==> src/rtl/id_stage_pipe.sv <==
// Registered RV32I/RV32E decode stage: decode, regfile read, EX/MEM forwarding,
// load-use bubble insertion and a valid/ready output register toward EX.
module id_stage_pipe #(
    parameter int XLEN = 32,
    parameter int NREG = 32,
    parameter int RAW  = $clog2(NREG)
) (
    input  logic            clk_i,
    input  logic            rst_n_i,
    input  logic            in_valid_i,
    output logic            in_ready_o,
    input  logic [31:0]     inst_i,
    input  logic [XLEN-1:0] inst_addr_i,
    output logic [RAW-1:0]  reg1_raddr_o,
    output logic [RAW-1:0]  reg2_raddr_o,
    output logic            reg1_re_o,
    output logic            reg2_re_o,
    input  logic [XLEN-1:0] reg1_rdata_i,
    input  logic [XLEN-1:0] reg2_rdata_i,
    input  logic            ex_we_i,
    input  logic [RAW-1:0]  ex_waddr_i,
    input  logic [XLEN-1:0] ex_wdata_i,
    input  logic            ex_is_load_i,
    input  logic            mem_we_i,
    input  logic [RAW-1:0]  mem_waddr_i,
    input  logic [XLEN-1:0] mem_wdata_i,
    input  logic            flush_i,
    output logic            out_valid_o,
    input  logic            out_ready_i,
    output logic [31:0]     inst_o,
    output logic [XLEN-1:0] inst_addr_o,
    output logic [XLEN-1:0] op1_o,
    output logic [XLEN-1:0] op2_o,
    output logic            reg_we_o,
    output logic [RAW-1:0]  reg_waddr_o,
    output logic            illegal_o,
    output logic [31:0]     stall_cnt_o
);

    localparam logic [31:0] NOP = 32'h0000_0013;

    typedef enum logic [3:0] {
        K_OPIMM, K_OP, K_LUI, K_AUIPC, K_STORE, K_BRANCH, K_LOAD, K_JAL, K_JALR, K_BAD
    } kind_e;

    kind_e           w_kind;
    logic [4:0]      w_rs1_f, w_rs2_f, w_rd_f;
    logic            w_use1, w_use2, w_usew;
    logic            w_bad_idx, w_illegal;
    logic [XLEN-1:0] w_imm_i, w_imm_u;
    logic [XLEN-1:0] w_rs1_val, w_rs2_val;
    logic [XLEN-1:0] w_op1, w_op2;
    logic            w_we_dec;
    logic [RAW-1:0]  w_waddr_dec;
    logic            w_hazard, w_adv, w_xfer;

    // Forwarding priority: x0, then EX, then MEM, then the regfile.
    function automatic logic [XLEN-1:0] resolve(
        input logic [RAW-1:0]  a,
        input logic [XLEN-1:0] rf,
        input logic            ex_we,
        input logic [RAW-1:0]  ex_a,
        input logic [XLEN-1:0] ex_d,
        input logic            mem_we,
        input logic [RAW-1:0]  mem_a,
        input logic [XLEN-1:0] mem_d
    );
        logic [XLEN-1:0] v;
        if (a == {RAW{1'b0}}) begin
            v = {XLEN{1'b0}};
        end else if (ex_we && (ex_a == a)) begin
            v = ex_d;
        end else if (mem_we && (mem_a == a)) begin
            v = mem_d;
        end else begin
            v = rf;
        end
        return v;
    endfunction

    assign w_rs1_f = inst_i[19:15];
    assign w_rs2_f = inst_i[24:20];
    assign w_rd_f  = inst_i[11:7];
    assign w_imm_i = XLEN'($signed(inst_i[31:20]));
    assign w_imm_u = XLEN'($signed({inst_i[31:12], 12'h000}));

    // Opcode classification.
    always_comb begin
        w_kind = K_BAD;
        case (inst_i[6:0])
            7'b0010011: w_kind = K_OPIMM;
            7'b0110011: w_kind = K_OP;
            7'b0110111: w_kind = K_LUI;
            7'b0010111: w_kind = K_AUIPC;
            7'b0100011: w_kind = K_STORE;
            7'b1100011: w_kind = K_BRANCH;
            7'b0000011: w_kind = K_LOAD;
            7'b1101111: w_kind = K_JAL;
            7'b1100111: w_kind = K_JALR;
            default:    w_kind = K_BAD;
        endcase
    end

    // Which register fields each format actually uses.
    always_comb begin
        w_use1 = 1'b0;
        w_use2 = 1'b0;
        w_usew = 1'b0;
        case (w_kind)
            K_OPIMM, K_LOAD, K_JALR: begin w_use1 = 1'b1; w_usew = 1'b1; end
            K_OP:             begin w_use1 = 1'b1; w_use2 = 1'b1; w_usew = 1'b1; end
            K_STORE, K_BRANCH: begin w_use1 = 1'b1; w_use2 = 1'b1; end
            K_LUI, K_AUIPC, K_JAL: w_usew = 1'b1;
            default:          w_usew = 1'b0;
        endcase
    end

    assign w_bad_idx = (w_use1 && (int'(w_rs1_f) >= NREG)) ||
                       (w_use2 && (int'(w_rs2_f) >= NREG)) ||
                       (w_usew && (int'(w_rd_f)  >= NREG));
    assign w_illegal = (w_kind == K_BAD) || w_bad_idx;

    // Illegal instructions read nothing, so they can never trigger a load-use stall.
    assign reg1_re_o    = w_use1 && !w_illegal;
    assign reg2_re_o    = w_use2 && !w_illegal;
    assign reg1_raddr_o = reg1_re_o ? w_rs1_f[RAW-1:0] : {RAW{1'b0}};
    assign reg2_raddr_o = reg2_re_o ? w_rs2_f[RAW-1:0] : {RAW{1'b0}};

    assign w_rs1_val = resolve(reg1_raddr_o, reg1_rdata_i, ex_we_i, ex_waddr_i, ex_wdata_i,
                               mem_we_i, mem_waddr_i, mem_wdata_i);
    assign w_rs2_val = resolve(reg2_raddr_o, reg2_rdata_i, ex_we_i, ex_waddr_i, ex_wdata_i,
                               mem_we_i, mem_waddr_i, mem_wdata_i);

    assign w_hazard = ex_we_i && ex_is_load_i &&
                      ((reg1_re_o && (reg1_raddr_o != {RAW{1'b0}}) && (ex_waddr_i == reg1_raddr_o)) ||
                       (reg2_re_o && (reg2_raddr_o != {RAW{1'b0}}) && (ex_waddr_i == reg2_raddr_o)));

    // Operand selection by format.
    always_comb begin
        w_op1 = {XLEN{1'b0}};
        w_op2 = {XLEN{1'b0}};
        case (w_kind)
            K_OPIMM:                 begin w_op1 = w_rs1_val;   w_op2 = w_imm_i;   end
            K_OP, K_STORE, K_BRANCH: begin w_op1 = w_rs1_val;   w_op2 = w_rs2_val; end
            K_LUI:                   begin w_op1 = w_imm_u;     w_op2 = {XLEN{1'b0}}; end
            K_AUIPC:                 begin w_op1 = inst_addr_i; w_op2 = w_imm_u;   end
            K_LOAD, K_JALR:          begin w_op1 = w_rs1_val;   w_op2 = {XLEN{1'b0}}; end
            default:                 begin w_op1 = {XLEN{1'b0}}; w_op2 = {XLEN{1'b0}}; end
        endcase
    end

    assign w_we_dec    = w_usew && (w_rd_f != 5'd0) && !w_illegal;
    assign w_waddr_dec = w_we_dec ? w_rd_f[RAW-1:0] : {RAW{1'b0}};

    assign w_adv      = !out_valid_o || out_ready_i;
    assign in_ready_o = (w_adv && !w_hazard) || flush_i;
    assign w_xfer     = in_valid_i && in_ready_o && !flush_i;

    // Output register toward EX: flush and idle advance load a bubble, otherwise load or hold.
    always_ff @(posedge clk_i or negedge rst_n_i) begin
        if (!rst_n_i) begin
            out_valid_o <= 1'b0;
            inst_o      <= NOP;
            inst_addr_o <= {XLEN{1'b0}};
            op1_o       <= {XLEN{1'b0}};
            op2_o       <= {XLEN{1'b0}};
            reg_we_o    <= 1'b0;
            reg_waddr_o <= {RAW{1'b0}};
            illegal_o   <= 1'b0;
        end else if (flush_i || (w_adv && !w_xfer)) begin
            out_valid_o <= 1'b0;
            inst_o      <= NOP;
            inst_addr_o <= {XLEN{1'b0}};
            op1_o       <= {XLEN{1'b0}};
            op2_o       <= {XLEN{1'b0}};
            reg_we_o    <= 1'b0;
            reg_waddr_o <= {RAW{1'b0}};
            illegal_o   <= 1'b0;
        end else if (w_xfer) begin
            out_valid_o <= 1'b1;
            inst_o      <= w_illegal ? NOP : inst_i;
            inst_addr_o <= inst_addr_i;
            op1_o       <= w_illegal ? {XLEN{1'b0}} : w_op1;
            op2_o       <= w_illegal ? {XLEN{1'b0}} : w_op2;
            reg_we_o    <= w_we_dec;
            reg_waddr_o <= w_waddr_dec;
            illegal_o   <= w_illegal;
        end else begin
            out_valid_o <= out_valid_o;
        end
    end

    // Saturating count of cycles lost to load-use hazards.
    always_ff @(posedge clk_i or negedge rst_n_i) begin
        if (!rst_n_i) begin
            stall_cnt_o <= 32'd0;
        end else if (in_valid_i && w_hazard && w_adv && !flush_i &&
                     (stall_cnt_o != 32'hFFFF_FFFF)) begin
            stall_cnt_o <= stall_cnt_o + 32'd1;
        end else begin
            stall_cnt_o <= stall_cnt_o;
        end
    end

endmodule

==> config.mk <==
export PLATFORM = sky130hd
export DESIGN_NAME = id_stage_pipe
export DESIGN_NICKNAME = d
export VERILOG_FILES = /design/src/rtl/id_stage_pipe.sv
export SDC_FILE = /design/constraint.sdc
export NUM_CORES = 1
export LEC_CHECK = 0
export CAP_MARGIN = 20
export CORE_ASPECT_RATIO = 0.5
export CORE_MARGIN = 4
export CORE_UTILIZATION = 45
export DETAILED_ROUTE_END_ITERATION = 10
export PLACE_DENSITY = 0.84
export RECOVER_POWER = 100
export SYNTH_ARGS = -nofsm -noshare
export SYNTH_HDL_FRONTEND = slang
export SYNTH_SLANG_ARGS = --single-unit
==> constraint.sdc <==
create_clock -name clk_i -period 11.6 [get_ports clk_i]
set_input_delay 3.48 -clock clk_i [delete_from_list [all_inputs] [get_ports clk_i]]
set_output_delay 3.48 -clock clk_i [all_outputs]
set_load 0.03 [all_outputs]
==> key figures <==
STA
  – Final Hold Fails: 0
  – Final Slew Violations: a little under 300
  – Fin Setup TNS: 0 ns
  – Fin Clk Skew: 0.007107 ns
  – Actual slew at the worst max-slew pin: 5.433 ns
  – Worst slew margin: -262.2%
  – Post-route clock period utilization: roughly 90%
  – Minimum clock period: 10.43 ns
  – FMAX: 0.09589 GHz
  – RSZ-0062 raised after global routing: no
  – Final WS setup: between 1 and 1.5 ns
  – Final setup vio count: 0

Die
  – Die height: approximately 110 um
  – I/O pin count: 391
  – Chip width: between 200 and 250 um
  – FP Rows: 37
  – Die area: 23390 um^2
  – Core ar.: between 20000 and 25000 um^2
  – Initial Utilization: 45.81%

Clocking
  – Later-pin clock latency in the skew report: 0.43 ns
  – Post-CTS Setup Repair Bufs: 0
  – Clk buf depth: 2
  – Number of H-tree levels: 4
  – Post-cts resize count: 0
  – TritonCTS Buffers: 17
  – CTS tree: built
  – Root Buffer: clkbuf_16
  – CTS Hold Bufs: 0
  – CTS Sinks: approximately 170
  – Clk slew on worst S/H paths: roughly 0.06 ns

Global route
  – Vias in the first global route: between 9000 and 10000
  – First-pass GRT wire length: approximately 53000 um
  – Total track usage: between 20 and 30%
  – Pin count of the biggest net entering global routing: 108
  – Grt ovf: 0
  – Antenna violations before repair: 0

Route
  – Starting DRT DRC Count: ~800
  – WL final: 35600 um
  – ANT nets after route: 0
  – Residual DRC count: 0
  – DR WL/cell: around 24 um
  – Metal3 WL: 2253 um
  – Routed vias/inst: between 6 and 7
  – Max Used Layer: met4
  – Met2 Wirelength: around 18000 um
  – Router iterations before antenna repair: 6
  – Met1 WL: roughly 15000 um
  – Vias: roughly 9000

Outcome
  – Violated checks: max-capacitance violations, max-slew violations
  – Status: finished with violations

Logic synthesis
  – Yosys warns: 0
  – Net Count, Synth: ~1100
  – Top cell type's share of synthesized area: roughly 44%
  – Compound-Gate Fraction of Synth Area: 18.54%
  – Post-synth ARST share: 100.0%
  – Synthesized area per cell: between 10 and 15 um^2
  – Post-synth EDFFs: 0
  – Synth Area in XOR/XNOR: under 10%
  – Combinational family with the most area after synthesis: compound AO/OA/AOI/OAI gates
  – Most used DFF post-synth: dfrtp_1
  – Seq/Total Area, Yosys: between 40 and 50%
  – Unique masters post-synth: 66
  – Synth area leaders: dfrtp_1 (44%), mux2_2 (10%), mux2i_1 (6.8%)
  – Adder-cell share of the synthesized area: less than 1%
  – Cells after synthesis: ~860
  – Simple-gate share of the synthesized area: between 10% and 20%
  – Synthesis-stage register bit count: 168
  – Mux contribution to synthesized area: between 10% and 20%
  – Cell Area, Synth: 9394 um^2
  – Post-synth top area cell: dfrtp_1

Worst setup path
  – FF-to-FF path depth: 5
  – Critical Path Start: inst_i[5]
  – Crit end category: primary output
  – Max FO, Critical Path: 13
  – Worst setup path endpoint: in_ready_o
  – Worst Setup Path Type: primary input to primary output
  – Terminus of the critical flop-to-flop path: reg_we_o
  – Crit start category: primary input
  – R2R Path Start: out_valid_o
  – Flop2flop setup slack: 7.76 ns
  – Critical path arrival: 6.95 ns
  – Worst path required time: just over 8 ns

Worst hold path
  – Hold Path Origin: illegal_o
  – Hold Crit Class: register to register

Pwr
  – Peak supply drop: between 0.07 and 0.08 mV
  – Power density over the cells: between 90 and 100 nW/um^2
  – P_leak: between 6 and 7 nW

Flow run
  – Max cap viols: 6

Cells and area
  – Antenna cells: 0
  – P&R area growth vs syn: 48.18%
  – Nets: 1424
  – Layout cell share with drive strength beyond 1: 11.53%

Placement
  – GP Congestion: 0.9405
  – Port Buf Inserts: slightly below 400
  – Dpl ws: ~1.7 ns
  – Post-DP HPWL: 26520 um
through the flow:
stage	std cells	power [mW]	utilization [%]	hold WS (ns)	instance area (um^2)
after floorplan	862	0.6855	-	0.6408	9394
after global placement	1466	0.8106	65.53	0.4696	13440
after detailed placement	1466	0.8138	65.53	0.4720	13440
after CTS	1495	1.377	68.28	0.4867	14000
after global routing	1496	1.415	67.87	0.4880	13920
final	1496	1.366	67.87	0.4792	13920
cells by family after synthesis:
family	after synthesis
compound gates	237
simple gates	183
flops	168
mux	148
buf+inv	80
xor+xnor	45
fa+ha+maj	1
per-layer routing:
metal / GRT usage [%] / vias up
met5: 0 / -
met4: 9.922 / 0
met3: 6.163 / 89
met2: 49.43 / 424
met1: 38.11 / 4511
li1: - / 3972
where the power goes:
| part | internal [mW] | switching, mW |
|---|---|---|
| sequential | 0.593 | 0.00402 |
| combinational | 0.107 | 0.0974 |
| clock | 0.337 | 0.228 |
| total | 1.04 | 0.330 |
worst min-delay path by stage:
stage / end / slack (ns) / depth (start not counted)
2_1_floorplan: inst_o[4] / 0.64 / 2
3_3_place_gp: illegal_o / 0.47 / 2
3_5_place_dp: illegal_o / 0.47 / 2
4_1_cts: illegal_o / 0.49 / 2
5_1_grt: illegal_o / 0.49 / 2
6_report: illegal_o / 0.48 / 2
cells in the final DEF (no fill, tap or decap), types with 19 or more instances in the layout:
cell,synthesis,final
dfrtp_1,165,165
a21oi_1,20,20
dlygate4sd3_1,0,182
mux2i_1,64,64
nand3_1,20,19
nand2_1,37,37
a22oi_1,44,44
nor3_1,26,24
a22o_1,61,61
xor2_1,28,28
nor2_1,26,26
o21ai_0,13,49
mux2_2,84,84
clkdlybuf4s50_1,0,207
layout make-up:
type / count / area, um^2
inverter: 8 / 30.03
sequential: 168 / 4208
timing repair buffer: 404 / 3985
fill: 1583 / 6589
multi-input combinational: 614 / 4791
tap: 273 / 341.6
clock inverter: 3 / 65.06
clock buffer: 26 / 499.2
sequential cells by signal (all words and copies together), names as in the netlist:
register,flops
stall_cnt_o,32
inst_addr_o,32
out_valid_o,1
reg_we_o,1
op2_o,32
illegal_o,1
inst_o,32
reg_waddr_o,5
op1_o,32
critical path, stage by stage:
cell and delay, ns:
dlygate4sd3_1 0.81, a21boi_0 0.58, nand3_1 0.25, xnor2_1 0.22, nor4b_1 0.54, a21oi_4 0.16, a21o_1 0.21, dlygate4sd3_1 0.69
cell usage after synthesis (3+ instances only):
| cell | count |
|---|---|
| nand2_1 | 37 |
| nand4_1 | 6 |
| nor4bb_1 | 7 |
| and3b_1 | 3 |
| o221ai_1 | 17 |
| and3_1 | 10 |
| buf_4 | 4 |
| nor3_1 | 26 |
| o32ai_1 | 3 |
| dfrtp_1 | 165 |
| buf_6 | 3 |
| mux2_2 | 84 |
| or2_2 | 3 |
| and2_1 | 7 |
| a32o_1 | 6 |
| o32a_1 | 3 |
| xnor2_1 | 17 |
| mux2i_1 | 64 |
| nor4_2 | 5 |
| inv_1 | 7 |
| nand2b_1 | 3 |
| a22oi_1 | 44 |
| clkbuf_1 | 34 |
| o21ai_1 | 39 |
| dfstp_2 | 3 |
| clkbuf_2 | 4 |
| nand3b_1 | 5 |
| buf_2 | 25 |
| or3_1 | 3 |
| xor2_1 | 28 |
| nand3_1 | 20 |
| a31oi_1 | 7 |
| a21o_1 | 6 |
| a22o_1 | 61 |
| a32oi_1 | 4 |
| nor2_1 | 26 |
| o21ai_0 | 13 |
| o22ai_1 | 3 |
| nor4b_2 | 4 |
| a21oi_1 | 20 |
No activity file was read; power rests on OpenSTA's default activity.
